[src/rtl/syn_sram_arb_if.sv]
// Requester and SRAM-driver bus bundle for the shared SRAM arbiter.
// slave  = arbiter view, master = system/driver view.
interface syn_sram_arb_if #(
    parameter int DATA_W = 16,
    parameter int ADDR_W = 18
);
    logic              vga_req;
    logic              vga_we;
    logic [ADDR_W-1:0] vga_addr;
    logic [DATA_W-1:0] vga_wdata;
    logic              vga_ack;
    logic              vga_rd_valid;
    logic [DATA_W-1:0] vga_rdata;

    logic              gpu_req;
    logic              gpu_we;
    logic [ADDR_W-1:0] gpu_addr;
    logic [DATA_W-1:0] gpu_wdata;
    logic              gpu_ack;
    logic              gpu_rd_valid;
    logic [DATA_W-1:0] gpu_rdata;

    logic              sram_rdy;
    logic              sram_req;
    logic              sram_we;
    logic [ADDR_W-1:0] sram_addr;
    logic [DATA_W-1:0] sram_wdata;
    logic              sram_rd_valid;
    logic [DATA_W-1:0] sram_rdata;
    logic              err_unf;

    modport slave (
        input  vga_req, vga_we, vga_addr, vga_wdata,
        output vga_ack, vga_rd_valid, vga_rdata,
        input  gpu_req, gpu_we, gpu_addr, gpu_wdata,
        output gpu_ack, gpu_rd_valid, gpu_rdata,
        input  sram_rdy, sram_rd_valid, sram_rdata,
        output sram_req, sram_we, sram_addr, sram_wdata, err_unf
    );

    modport master (
        output vga_req, vga_we, vga_addr, vga_wdata,
        input  vga_ack, vga_rd_valid, vga_rdata,
        output gpu_req, gpu_we, gpu_addr, gpu_wdata,
        input  gpu_ack, gpu_rd_valid, gpu_rdata,
        output sram_rdy, sram_rd_valid, sram_rdata,
        input  sram_req, sram_we, sram_addr, sram_wdata, err_unf
    );
endinterface

[src/rtl/syn_sram_arb.sv]
// Shared SRAM arbiter: VGA has fixed priority, GPU gets a forced slot after
// STARVE_LIM denied cycles. Outstanding reads are tagged in a small FIFO so
// in-order read returns are steered back to the requester that issued them.
module syn_sram_arb #(
    parameter int DATA_W     = 16,
    parameter int ADDR_W     = 18,
    parameter int TAG_DEPTH  = 4,
    parameter int STARVE_LIM = 8
) (
    input  logic          clk_ir,
    input  logic          rst_sync_l,
    syn_sram_arb_if.slave bus
);
    localparam int PTR_W = (TAG_DEPTH > 1) ? $clog2(TAG_DEPTH) : 1;
    localparam int CNT_W = $clog2(TAG_DEPTH) + 1;
    localparam int STV_W = $clog2(STARVE_LIM + 1);

    localparam logic [0:0] ARB_VGA_PRI   = 1'b0;
    localparam logic [0:0] ARB_GPU_FORCE = 1'b1;

    localparam logic [CNT_W-1:0] FULL_CNT = CNT_W'(TAG_DEPTH);
    localparam logic [STV_W-1:0] STV_MAX  = STV_W'(STARVE_LIM);

    logic [0:0]           r_state, w_state_nxt;
    logic [STV_W-1:0]     r_starve, w_starve_nxt;

    logic [TAG_DEPTH-1:0] r_tag;
    logic [PTR_W-1:0]     r_wptr, r_rptr;
    logic [CNT_W-1:0]     r_cnt;

    logic                 r_sram_req, r_sram_we;
    logic [ADDR_W-1:0]    r_sram_addr;
    logic [DATA_W-1:0]    r_sram_wdata;
    logic                 r_vga_rv, r_gpu_rv;
    logic [DATA_W-1:0]    r_vga_rdata, r_gpu_rdata;
    logic                 r_err_unf;

    logic w_full, w_empty;
    logic w_vga_elig, w_gpu_elig;
    logic w_gnt_vga, w_gnt_gpu;
    logic w_push, w_pop, w_pop_tag;

    assign w_full  = (r_cnt == FULL_CNT);
    assign w_empty = (r_cnt == '0);

    // A full tag FIFO blocks reads even if a pop lands the same cycle.
    assign w_vga_elig = bus.vga_req & bus.sram_rdy & (bus.vga_we | ~w_full);
    assign w_gpu_elig = bus.gpu_req & bus.sram_rdy & (bus.gpu_we | ~w_full);

    // Grant selection: priority flips to GPU while in the forced state.
    always_comb begin
        w_gnt_vga = 1'b0;
        w_gnt_gpu = 1'b0;
        if (rst_sync_l) begin
            if (r_state == ARB_GPU_FORCE) begin
                if (w_gpu_elig)      w_gnt_gpu = 1'b1;
                else if (w_vga_elig) w_gnt_vga = 1'b1;
            end else begin
                if (w_vga_elig)      w_gnt_vga = 1'b1;
                else if (w_gpu_elig) w_gnt_gpu = 1'b1;
            end
        end
    end

    // Starvation tracking: enter the forced state on the edge the count hits the limit.
    always_comb begin
        w_state_nxt  = r_state;
        w_starve_nxt = r_starve;
        case (r_state)
            ARB_VGA_PRI: begin
                if (!bus.gpu_req || w_gnt_gpu)
                    w_starve_nxt = '0;
                else if (r_starve != STV_MAX)
                    w_starve_nxt = r_starve + STV_W'(1);
                if (w_starve_nxt == STV_MAX)
                    w_state_nxt = ARB_GPU_FORCE;
            end
            ARB_GPU_FORCE: begin
                if (w_gnt_gpu || !bus.gpu_req) begin
                    w_state_nxt  = ARB_VGA_PRI;
                    w_starve_nxt = '0;
                end
            end
            default: begin
                w_state_nxt  = ARB_VGA_PRI;
                w_starve_nxt = '0;
            end
        endcase
    end

    assign w_push    = (w_gnt_vga & ~bus.vga_we) | (w_gnt_gpu & ~bus.gpu_we);
    assign w_pop     = bus.sram_rd_valid & ~w_empty;
    assign w_pop_tag = r_tag[r_rptr];

    // Arbiter state and starvation counter.
    always_ff @(posedge clk_ir or negedge rst_sync_l) begin
        if (!rst_sync_l) begin
            r_state  <= ARB_VGA_PRI;
            r_starve <= '0;
        end else begin
            r_state  <= w_state_nxt;
            r_starve <= w_starve_nxt;
        end
    end

    // Registered command to the SRAM driver; payload holds when idle.
    always_ff @(posedge clk_ir or negedge rst_sync_l) begin
        if (!rst_sync_l) begin
            r_sram_req   <= 1'b0;
            r_sram_we    <= 1'b0;
            r_sram_addr  <= '0;
            r_sram_wdata <= '0;
        end else begin
            r_sram_req <= w_gnt_vga | w_gnt_gpu;
            if (w_gnt_vga) begin
                r_sram_we    <= bus.vga_we;
                r_sram_addr  <= bus.vga_addr;
                r_sram_wdata <= bus.vga_wdata;
            end else if (w_gnt_gpu) begin
                r_sram_we    <= bus.gpu_we;
                r_sram_addr  <= bus.gpu_addr;
                r_sram_wdata <= bus.gpu_wdata;
            end
        end
    end

    // Owner-tag FIFO (0=VGA, 1=GPU); pointers wrap naturally at TAG_DEPTH.
    always_ff @(posedge clk_ir or negedge rst_sync_l) begin
        if (!rst_sync_l) begin
            r_tag  <= '0;
            r_wptr <= '0;
            r_rptr <= '0;
            r_cnt  <= '0;
        end else begin
            if (w_push) begin
                r_tag[r_wptr] <= w_gnt_gpu;
                r_wptr        <= r_wptr + PTR_W'(1);
            end
            if (w_pop)
                r_rptr <= r_rptr + PTR_W'(1);
            if (w_push && !w_pop)
                r_cnt <= r_cnt + CNT_W'(1);
            else if (!w_push && w_pop)
                r_cnt <= r_cnt - CNT_W'(1);
        end
    end

    // Read return steering and sticky underflow flag.
    always_ff @(posedge clk_ir or negedge rst_sync_l) begin
        if (!rst_sync_l) begin
            r_vga_rv    <= 1'b0;
            r_gpu_rv    <= 1'b0;
            r_vga_rdata <= '0;
            r_gpu_rdata <= '0;
            r_err_unf   <= 1'b0;
        end else begin
            r_vga_rv <= w_pop & ~w_pop_tag;
            r_gpu_rv <= w_pop &  w_pop_tag;
            if (w_pop && !w_pop_tag) r_vga_rdata <= bus.sram_rdata;
            if (w_pop &&  w_pop_tag) r_gpu_rdata <= bus.sram_rdata;
            if (bus.sram_rd_valid && w_empty) r_err_unf <= 1'b1;
        end
    end

    assign bus.vga_ack      = w_gnt_vga;
    assign bus.gpu_ack      = w_gnt_gpu;
    assign bus.vga_rd_valid = r_vga_rv;
    assign bus.gpu_rd_valid = r_gpu_rv;
    assign bus.vga_rdata    = r_vga_rdata;
    assign bus.gpu_rdata    = r_gpu_rdata;
    assign bus.sram_req     = r_sram_req;
    assign bus.sram_we      = r_sram_we;
    assign bus.sram_addr    = r_sram_addr;
    assign bus.sram_wdata   = r_sram_wdata;
    assign bus.err_unf      = r_err_unf;
endmodule

[src/flat_wrapper.sv]
// flat-port wrapper written by rule: the top's interface ports become plain ports
module syn_sram_arb_flat 
#(
    parameter int DATA_W     = 16,
    parameter int ADDR_W     = 18,
    parameter int TAG_DEPTH  = 4,
    parameter int STARVE_LIM = 8
)
  (clk_ir, rst_sync_l, bus_vga_req, bus_vga_we, bus_vga_addr, bus_vga_wdata, bus_vga_ack, bus_vga_rd_valid, bus_vga_rdata, bus_gpu_req, bus_gpu_we, bus_gpu_addr, bus_gpu_wdata, bus_gpu_ack, bus_gpu_rd_valid, bus_gpu_rdata, bus_sram_rdy, bus_sram_rd_valid, bus_sram_rdata, bus_sram_req, bus_sram_we, bus_sram_addr, bus_sram_wdata, bus_err_unf);
  syn_sram_arb_if #(.DATA_W(DATA_W), .ADDR_W(ADDR_W)) bus_i ();
  input  logic clk_ir;
  input  logic rst_sync_l;
  input wire logic [$bits(bus_i.vga_req)-1:0] bus_vga_req;
  input wire logic [$bits(bus_i.vga_we)-1:0] bus_vga_we;
  input wire logic [$bits(bus_i.vga_addr)-1:0] bus_vga_addr;
  input wire logic [$bits(bus_i.vga_wdata)-1:0] bus_vga_wdata;
  output wire logic [$bits(bus_i.vga_ack)-1:0] bus_vga_ack;
  output wire logic [$bits(bus_i.vga_rd_valid)-1:0] bus_vga_rd_valid;
  output wire logic [$bits(bus_i.vga_rdata)-1:0] bus_vga_rdata;
  input wire logic [$bits(bus_i.gpu_req)-1:0] bus_gpu_req;
  input wire logic [$bits(bus_i.gpu_we)-1:0] bus_gpu_we;
  input wire logic [$bits(bus_i.gpu_addr)-1:0] bus_gpu_addr;
  input wire logic [$bits(bus_i.gpu_wdata)-1:0] bus_gpu_wdata;
  output wire logic [$bits(bus_i.gpu_ack)-1:0] bus_gpu_ack;
  output wire logic [$bits(bus_i.gpu_rd_valid)-1:0] bus_gpu_rd_valid;
  output wire logic [$bits(bus_i.gpu_rdata)-1:0] bus_gpu_rdata;
  input wire logic [$bits(bus_i.sram_rdy)-1:0] bus_sram_rdy;
  input wire logic [$bits(bus_i.sram_rd_valid)-1:0] bus_sram_rd_valid;
  input wire logic [$bits(bus_i.sram_rdata)-1:0] bus_sram_rdata;
  output wire logic [$bits(bus_i.sram_req)-1:0] bus_sram_req;
  output wire logic [$bits(bus_i.sram_we)-1:0] bus_sram_we;
  output wire logic [$bits(bus_i.sram_addr)-1:0] bus_sram_addr;
  output wire logic [$bits(bus_i.sram_wdata)-1:0] bus_sram_wdata;
  output wire logic [$bits(bus_i.err_unf)-1:0] bus_err_unf;
  assign bus_i.vga_req = bus_vga_req;
  assign bus_i.vga_we = bus_vga_we;
  assign bus_i.vga_addr = bus_vga_addr;
  assign bus_i.vga_wdata = bus_vga_wdata;
  assign bus_vga_ack = bus_i.vga_ack;
  assign bus_vga_rd_valid = bus_i.vga_rd_valid;
  assign bus_vga_rdata = bus_i.vga_rdata;
  assign bus_i.gpu_req = bus_gpu_req;
  assign bus_i.gpu_we = bus_gpu_we;
  assign bus_i.gpu_addr = bus_gpu_addr;
  assign bus_i.gpu_wdata = bus_gpu_wdata;
  assign bus_gpu_ack = bus_i.gpu_ack;
  assign bus_gpu_rd_valid = bus_i.gpu_rd_valid;
  assign bus_gpu_rdata = bus_i.gpu_rdata;
  assign bus_i.sram_rdy = bus_sram_rdy;
  assign bus_i.sram_rd_valid = bus_sram_rd_valid;
  assign bus_i.sram_rdata = bus_sram_rdata;
  assign bus_sram_req = bus_i.sram_req;
  assign bus_sram_we = bus_i.sram_we;
  assign bus_sram_addr = bus_i.sram_addr;
  assign bus_sram_wdata = bus_i.sram_wdata;
  assign bus_err_unf = bus_i.err_unf;
  syn_sram_arb #(.DATA_W(DATA_W), .ADDR_W(ADDR_W), .TAG_DEPTH(TAG_DEPTH), .STARVE_LIM(STARVE_LIM)) u_core (.clk_ir(clk_ir), .rst_sync_l(rst_sync_l), .bus(bus_i));
endmodule
[config.mk]
export PLATFORM = sky130hd
export DESIGN_NAME = syn_sram_arb_flat
export DESIGN_NICKNAME = d
export VERILOG_FILES = /design/src/rtl/syn_sram_arb_if.sv /design/src/rtl/syn_sram_arb.sv /design/src/flat_wrapper.sv
export SDC_FILE = /design/constraint.sdc
export NUM_CORES = 1
export LEC_CHECK = 0
export BUFFER_PORTS_ARGS = -buffer_cell sky130_fd_sc_hd__buf_2
export CORE_MARGIN = 2
export CORE_UTILIZATION = 48
export CTS_CLUSTER_SIZE = 16
export DETAILED_ROUTE_END_ITERATION = 16
export GPL_ROUTABILITY_DRIVEN = 0
export MAX_ROUTING_LAYER = met4
export PLACE_DENSITY = 0.88
export SKIP_LAST_GASP = 1
export SYNTH_ARGS = -nofsm -noshare
export SYNTH_HDL_FRONTEND = slang
export SYNTH_SLANG_ARGS = --single-unit
[constraint.sdc]
create_clock -name clk_ir -period 2.69 [get_ports clk_ir]
set_input_delay 0.6725 -clock clk_ir [delete_from_list [all_inputs] [get_ports clk_ir]]
set_output_delay 0.6725 -clock clk_ir [all_outputs]
set_load 0.05 [all_outputs]
# After elaboration in Yosys (flattened, before gate mapping)
# Cells that the tools add are included.
[word_totals]
elab_cells = 89
in_bits = 92
output_inout_bits = 73
reg_bits = 87
[classes]
bitwise_logic = 19
n_mux = 29
magnitude_cmp = 3
add_sub_neg = 5
reduce_logical = 14
n_eq_ne = 4
[op_table]
columns = ["operator", "count"]
rows = [
  ["$mux W18", 2],
  ["$mux W16", 2],
  ["$mux W4", 4],
  ["$mux W1", 14],
  ["$and A1 B1 Y1", 9],
  ["$pmux W4 S2", 1],
  ["$logic_and A1 B1 Y1", 6],
  ["$lt A2 B3 Y1 const B", 2],
  ["$mux W3", 2],
  ["$not A1 Y1", 6],
  ["$add A2 B1 Y2 const B", 2],
  ["$add A4 B1 Y4 const B", 1],
  ["$bwmux W4", 1],
  ["$eq A4 B4 Y1 const B", 1],
  ["$logic_not A1 Y1", 4],
  ["$ne A4 B4 Y1 const B", 1],
  ["$or A1 B1 Y1", 4],
  ["$reduce_bool A2 Y1", 2],
  ["$add A3 B1 Y3 const B", 1],
  ["$eq A3 B3 Y1 const B", 1],
  ["$logic_not A3 Y1", 1],
  ["$sub A3 B1 Y3 const B", 1],
  ["$bmux W1 S2", 1],
  ["$demux W1 S2", 1],
  ["other kinds (4)", 4],
]

# Longest topological paths before layout
# Gate-level depths: netlist (run 1).
[depth]
depth_word = 14
ltp_mapped = 11
ltp_nobuf = 10

# Worst setup path after synthesis (run 1)
# No wires, ideal clock.
[synth_path]
path_kind = "input port to output port"
startpoint = "input port bus_vga_we"
endpoint = "output port bus_gpu_ack"
required_ns = 2.017
path_buffers = 1
arrival_time_ns = 1.810
cell_stages = 3
setup_slack_ns = 0.207
path_cell_list = "or4b_4 > a31oi_2 > buf_2"
[synth_via]
elab_chain_cells = 5
[synth_rtl]
columns = ["item", "line_no", "text"]
rows = [
  ["start, declared", "flat_wrapper.sv:14", "input wire logic [$bits(bus_i.vga_we)-1:0] bus_vga_we;"],
  ["$or A1 B1 Y1", "syn_sram_arb.sv:47", "assign w_vga_elig = bus.vga_req & bus.sram_rdy & (bus.vga_we | ~w_full);"],
  ["$and A1 B1 Y1", "syn_sram_arb.sv:47", ""],
  ["$mux W1", "syn_sram_arb.sv:59", "if (w_vga_elig) w_gnt_vga = 1'b1;"],
  ["$mux W1", "syn_sram_arb.sv:55", "if (r_state == ARB_GPU_FORCE) begin"],
  ["$mux W1", "syn_sram_arb.sv:54", "if (rst_sync_l) begin"],
  ["end, declared", "flat_wrapper.sv:24", "output wire logic [$bits(bus_i.gpu_ack)-1:0] bus_gpu_ack;"],
]
# No other way between the ends.

# Worst setup path after layout (run 1)
[layout_path]
startpoint = "register u_core.r_cnt[1]"
endpoint = "output port bus_gpu_ack"
[layout_via]
elab_chain_cells = 8
word_cells_on_any_way = 10
classes_between = "eq/ne (1); mux (4); bitwise (5)"
[layout_rtl]
columns = ["item", "line_no", "text"]
rows = [
  ["start, declared", "syn_sram_arb.sv:29", "logic [CNT_W-1:0] r_cnt;"],
  ["start signal, assigned", "syn_sram_arb.sv:142", "r_cnt <= r_cnt + CNT_W'(1);"],
  ["start signal, assigned", "syn_sram_arb.sv:144", "r_cnt <= r_cnt - CNT_W'(1);"],
  ["$eq A3 B3 Y1 *", "syn_sram_arb.sv:43", "assign w_full = (r_cnt == FULL_CNT);"],
  ["$not A1 Y1 *", "syn_sram_arb.sv:47, syn_sram_arb.sv:48", ""],
  ["$or A1 B1 Y1", "syn_sram_arb.sv:48", "assign w_gpu_elig = bus.gpu_req & bus.sram_rdy & (bus.gpu_we | ~w_full);"],
  ["$and A1 B1 Y1", "syn_sram_arb.sv:48", ""],
  ["$mux W1", "syn_sram_arb.sv:56, syn_sram_arb.sv:60", ""],
  ["$mux W1", "syn_sram_arb.sv:59", ""],
  ["$mux W1 *", "syn_sram_arb.sv:55", ""],
  ["$mux W1 *", "syn_sram_arb.sv:54", ""],
]
# Every way passes the cells marked *; elsewhere a longest branch is shown, timed or not.

==> impl_metrics.tcl, run 1 <==
set metrics [dict create \
    htreeDepth 3 \
    crit_path_end_kind "output port" \
    clock_latency_ns 0.35 \
    finalSetupViolCount 0 \
    max_stage_delay_ns 0.55 \
    syn_area_sq_um 3872 \
    die_w_um 93.82 \
    rr_worst_depth 10 \
    vias 3137 \
    crit_cells 3 \
    totalNegativeSetupSlack_ns 0 \
    arrival_ns 1.93 \
    p_int_mw 2.990 \
    grt_pass1_wl_mm 15.23 \
    multi_input_area_sq_um 1565 \
    dp.cells 569 \
    p_leak_nw 2.497 \
    crit_buf_inv 1 \
    regArea_sq_um 2180 \
    antenna_found_initial 0 \
    drc 0 \
    seq_power_share_pct 35.8 \
    p_sw_share_pct 47.13 \
    postCtsHoldBufs 0 \
    slew_headroom_pct 32.26 \
    holdWs_ns 0.1226 \
    place_ws_ns 0.07835 \
    irDropWorstVdd_v 0.0004408 \
    synth.avg_cell_area_sq_um 12.45 \
    finalInstanceArea_sq_um 5010 \
    path_max_fanout 6 \
    dp_hpwl_mm 7.288 \
    hp-class "in -> async" \
    initialDrtViolationCount 144 \
    drive_gt1_share_pct 49.07 \
    dr.pass1.iters 4 \
    pwr-share-comb_pct 47.9 \
    crit_family "simple AND/OR/NAND/NOR gates" \
    worst_pin_slew_ns 1.016 \
    worstPathRequired_ns 2.02 \
    crit_type "reg -> out" \
    numCtsBuffers 9 \
    start_util_pct 49.86 \
    cts_sinks 87 \
    synth.top_cell.area_share_pct 56.22 \
    synth_area_leaders "dfrtp_1, mux2_2, a221o_1" \
    outcome "finished clean" \
    cp_slowest_cell "or4b_4" \
    cts_root_buffer "clkbuf_8" \
    fin_crit_ns 2.602 \
    synth_nets 411 \
    fin_total_pwr_mw 5.655 \
    grt_max_degree 84 \
    path_clk_slew_ns 0.09 \
    yosys_warnings 0 \
    num_io_pins 165 \
    fin_crit_sh_pct 96.73 \
    avgRoutedWirePerCell_um 16.77 \
    grt_pass1_vias 3101 \
    crit_chain "or4b_4 -> a31oi_2 -> clkbuf_4" \
    rsz0062_at_grt "no" \
    die_h_um 93.82 \
    die-area_sq_um 8802 \
    portBuffers 164 \
    fin_skew_ns 0.009467 \
    ys_seq_area_share_pct 56.22 \
    grt-ovfl-total 0 \
    power_frac_clock_pct 16.2 \
    p_sw_mw 2.665 \
    cap_violations 0 \
    synth.largest_area_cell "dfrtp_1" \
    n_antenna_cell 0 \
    track_usage_pct 23.37 \
    synth_seq_cells 87 \
    slew_violations 0 \
    fmax_mhz 384.3 \
    worst_slack_ns 0.08792 \
    syn2layout_area_growth_pct 29.37 \
    critPathLaunchType "flop" \
    cts_tree "yes" \
    vias_per_cell 5.362 \
    yosysUniqueCellTypes 38 \
    nFillCells 627 \
    num-nets-final 578 \
    cts_max_path_buffers 2 \
    routed_wl_mm 9.808 \
    p_per_area_nw_per_um2 1129 \
    final_hold_viol_count 0 \
    num_rows 32 \
    final_cells 585 \
    syn_inst 311 \
    utilization_pct 64.50 \
    core_sq_um 7767 \
    dpl-instance-area_sq_um 4793 \
    ant_nets 0 \
]
==> registers in the layout, summed over array words and instances, names as in the netlist, 3 cells and up <==
name	count
u_core.r_cnt	3
u_core.r_starve	4
u_core.r_tag	4
u_core.bus.sram_addr	18
u_core.bus.vga_rdata	16
u_core.bus.gpu_rdata	16
u_core.bus.sram_wdata	16
==> path summary, 6_finish.rpt <==
path | startpoint | end | slack (ns)
hold reg to reg | u_core.bus.err_unf | u_core.bus.err_unf | 0.47
min in group clk_ir | u_core.bus.err_unf | u_core.bus.err_unf | 0.47
setup reg to reg | u_core.r_state | u_core.r_cnt[2] | 0.39
hold / removal | rst_sync_l | u_core.r_state | 0.12
max in group asynchronous | rst_sync_l | u_core.r_starve[1] | 1.36
setup / recovery | u_core.r_cnt[1] | bus_gpu_ack | 0.09
==> layer usage <==
layer  vias to the layer above  routed length, um  track usage, %
met4                         0                255           10.02
li1                       1460                  -               -
met2                       114               5188           40.36
met3                        22                617           4.735
met5                         -                  0               -
met1                      1541               3747           26.43
==> placed cells by master (no fill, tap or decap), drive strengths merged, types with 2 or more instances in the layout <==
master,n
a221o,22
a31oi,13
ha,7
a21oi,2
buf,172
or4b,2
clkinv,2
a211oi,3
and3,2
mux2,38
a32o,2
nand3,18
dfrtp,87
xor2,3
nor2b,24
nand2b,2
nor2,19
clkbuf,10
inv,13
xnor2,6
nor3b,4
and3b,2
o21ai,12
nand2,6
==> Yosys cell counts, drive strengths merged <==
cell and instances:
and3 2, and3b 2, mux2i 1, and2 1, dfrtp 87, nand2b 2, nand3 18, buf 11
and4 1, xnor2 6, a21o 1, a32o 2, xor2 3, nor3 1, o41ai 1, a31oi 13
nand4 1, mux2 38, a21oi 2, o21a 1, a211oi 3, mux4 1, o21ai 12, inv 10
nor2 19, or4b 2, clkbuf 6, nor3b 4, fa 1, ha 7, nand2 6, nor2b 24
a221o 22
==> layout make-up <==
type / count / area share (%)
Multi-Input combinational cell: 197 / 31.24
Sequential cell: 87 / 43.51
Clock inverter: 7 / 1.523
Clock buffer: 9 / 2.473
Tap cell: 102 / 2.547
Timing Repair Buffer: 173 / 17.96
Inverter: 10 / 0.7493
==> cell families after synthesis <==
group                    Yosys count  synth area share [%]
flip-flops                        87                 56.22
AND/OR/NAND/NOR                   83                 12.08
AO/OA/AOI/OAI                     57                 11.47
multiplexers                      40                 11.89
buffers and inverters             27                 3.522
XOR/XNOR                           9                 2.036
adder cells (fa/ha/maj)            8                 2.779
==> power groups by stage <==
stage,logic (mW),registers [mW],clock network (mW)
global route,2.85,2.08,0.997
finish,2.71,2.03,0.917
detailed placement,2.72,2.05,0
floorplan,0.725,3.34,0
CTS,2.73,2.02,0.941
global placement,2.66,2.01,0
==> what timing repair did <==
action / 4_1_cts / 5_1_grt
gates resized for setup: 1 / 5
hold endpoints to repair: 0 / 0
endpoints found under the setup margin: 1 / 2
setup buffers: 0 / 0
gates cloned: 0 / 0
No activity file was read; power rests on OpenSTA's default activity.
==> run 2: changes to the inputs <==
ABC_AREA = 1   (was unset)
==> run 2 against run 1 <==
Against the previous run:
- clock skew is 0.0041 ns higher
- non-clock buffer count down 2
- fmax is 5.9% higher
- area after synthesis rose by 2.8%
- first-iteration DRC count is 2.1% higher
- total power is 4.2% higher
- largest power group unchanged
==> impl_metrics.tcl, run 2 <==
set metrics [dict create \
    outcome "finished clean" \
    cts_max_path_buffers 2 \
    finalInstanceArea_sq_um 5072 \
    clock_latency_ns 0.36 \
    die-area_sq_um 9041 \
    fmax_mhz 407.1 \
    cts_resized 0 \
    p_leak_nw 2.849 \
    crit_chain "nor2_4 -> nand3_1 -> nand3_2 -> inv_1 -> nand2_1 -> inv_1 -> buf_2" \
    regArea_sq_um 2177 \
    synth_seq_cells 87 \
    synthFlopType "dfrtp_1" \
    finalSetupViolCount 0 \
    htreeDepth 3 \
    num-nets-final 724 \
    synth.top_cell.area_share_pct 54.67 \
    largest_reg_flops 18 \
    numCtsBuffers 9 \
    place_ws_ns 0.1229 \
    crit_start "u_core.r_cnt[1]" \
    routed_wl_mm 9.767 \
    final_common_cell "nand2_1" \
    final_cells 734 \
    start_util_pct 48.96 \
    r2r_end "u_core.r_cnt[2]" \
    ys_seq_area_share_pct 54.67 \
    rsz0062_at_grt "no" \
    rr_worst_depth 11 \
    avgRoutedWirePerCell_um 13.31 \
    synth_nets 561 \
    drc 0 \
    die_w_um 95.09 \
    dp.cells 718 \
    n_antenna_cell 0 \
    grt_max_degree 69 \
    vias 3595 \
    portBuffers 164 \
    core_sq_um 8134 \
    syn2layout_area_growth_pct 27.36 \
    synth_edf_count 0 \
    multi_input_area_sq_um 1529 \
    arrival_ns 1.78 \
    synth.largest_area_cell "dfrtp_1" \
    drive_gt1_share_pct 33.70 \
    max_stage_delay_ns 0.44 \
    path_clk_slew_ns 0.11 \
    cts_root_buffer "clkbuf_8" \
    vias_per_cell 4.898 \
    final_hold_viol_count 0 \
    worst_pin_slew_ns 0.8546 \
    nFillCells 689 \
    syn_area_sq_um 3983 \
    grt_pass1_wl_mm 15.13 \
    num_io_pins 165 \
    dpl-instance-area_sq_um 4861 \
    p_per_area_nw_per_um2 1161 \
    cp_slowest_cell "dfrtp_1" \
    syn_inst 461 \
    dp_hpwl_mm 7.143 \
    crit_top_cell "inv_1" \
    hp-class "in -> async" \
    critPathLaunchType "flop" \
    initialDrtViolationCount 147 \
    worstPathRequired_ns 2.02 \
    fin_crit_ns 2.457 \
    slew_violations 0 \
    yosysUniqueCellTypes 29 \
    die_h_um 95.09 \
    irDropWorstVdd_v 0.0005133 \
    async_reset_ff_share_pct 100.0 \
    postCtsHoldBufs 0 \
    worst_slack_ns 0.2334 \
    fin_crit_sh_pct 91.32 \
    path_max_fanout 5 \
    antenna_found_initial 0 \
    yosysMostFrequentCell "nand2_1" \
    cts_sinks 87 \
    r2r-start "u_core.r_cnt[1]" \
    totalNegativeSetupSlack_ns 0 \
    post_cts_buffers 0 \
    final_cell_mix "nand2_1, buf_2, dfrtp_1, nand3_1" \
    fin_skew_ns 0.01357 \
    crit_path_end_kind "output port" \
    synth_area_leaders "dfrtp_1, nand2_1, nand3_1" \
    cap_violations 0 \
    fin_total_pwr_mw 5.891 \
    synth.avg_cell_area_sq_um 8.639 \
    crit_type "reg -> out" \
    cts_tree "yes" \
    worst-r2r-setup-slack_ns 0.39 \
    num_rows 33 \
    dr.pass1.iters 4 \
    ant_nets 0 \
    track_usage_pct 22.13 \
    synth_common_cells "nand2_1, dfrtp_1, nand3_1" \
    yosys_warnings 0 \
    grt-ovfl-total 0 \
    grt_pass1_vias 3352 \
    slew_headroom_pct 43.02 \
]
run 2: changes by cell type in the layout (fill, tap and decap cells not counted), sizes merged, moves of 3 or more:
cell	before	now
nand2	6	185
nand3	18	62
mux2	38	1
inv	13	41
o21ai	12	38
nor2b	24	0
a221o	22	0
a31oi	13	0
nor2	19	9
xnor2	6	1
nor3b	4	0
a211oi	3	0
a21oi	2	5
run 2: area by class of cell:
type / count / area share [%]
clock buffers: 9 / 2.442
clock inverters: 7 / 1.727
inverters: 38 / 2.911
multi-input cells: 317 / 30.14
flip-flops and latches: 87 / 42.92
well taps: 105 / 2.590
repair buffers: 171 / 17.27
run 2: metal layers:
metal	part of all wire (%)	up-vias	global-route usage [%]
met5	0	-	-
met4	1.3	0	8.213
met3	5.2	10	3.715
li1	-	1782	-
met2	53	103	38.97
met1	41	1700	25.33
run 2: how the worst max path moves through the flow:
stage	endpoint	slack (ns)
finish	bus_gpu_ack	0.23
global route	bus_gpu_ack	0.07
CTS	bus_gpu_ack	0.21
detailed placement	u_core.r_cnt[2]	0.12
global placement	u_core.r_cnt[2]	0.23
floorplan	u_core.r_cnt[2]	0.26
run 2: kinds of logic after synthesis:
| kind of cell | Yosys count | share of synthesized area [%] |
|---|---|---|
| xor gates and xnor gates | 4 | 0.8798 |
| AOI/OAI and AO/OA | 44 | 5.624 |
| muxes | 1 | 0.2827 |
| and+or+nand+nor | 260 | 28.90 |
| DFF | 87 | 54.67 |
| adders and majority gates | 8 | 2.702 |
| buffers and inverters | 57 | 6.943 |
run 2: critical path, delay by kind of cell (launching register included):
| family | cells | cell delay, ns |
|---|---|---|
| buffers and inverters | 3 | 0.42 |
| DFF | 1 | 0.44 |
| and+or+nand+nor | 4 | 0.58 |
run 2: where the power goes:
group          internal, mW  switching [mW]  total (mW)
logic                 0.659            2.20        2.86
registers              1.78           0.286        2.07
clock network         0.447           0.512       0.959
run 2: metrics by stage:
stage | hold WS, ns | utilization [%]
2_1_floorplan | 0.3769 | -
3_3_place_gp | 0.4509 | 59.76
3_5_place_dp | 0.4566 | 59.76
4_1_cts | 0.2919 | 62.36
5_1_grt | 0.3002 | 62.36
6_report | 0.2978 | 62.36
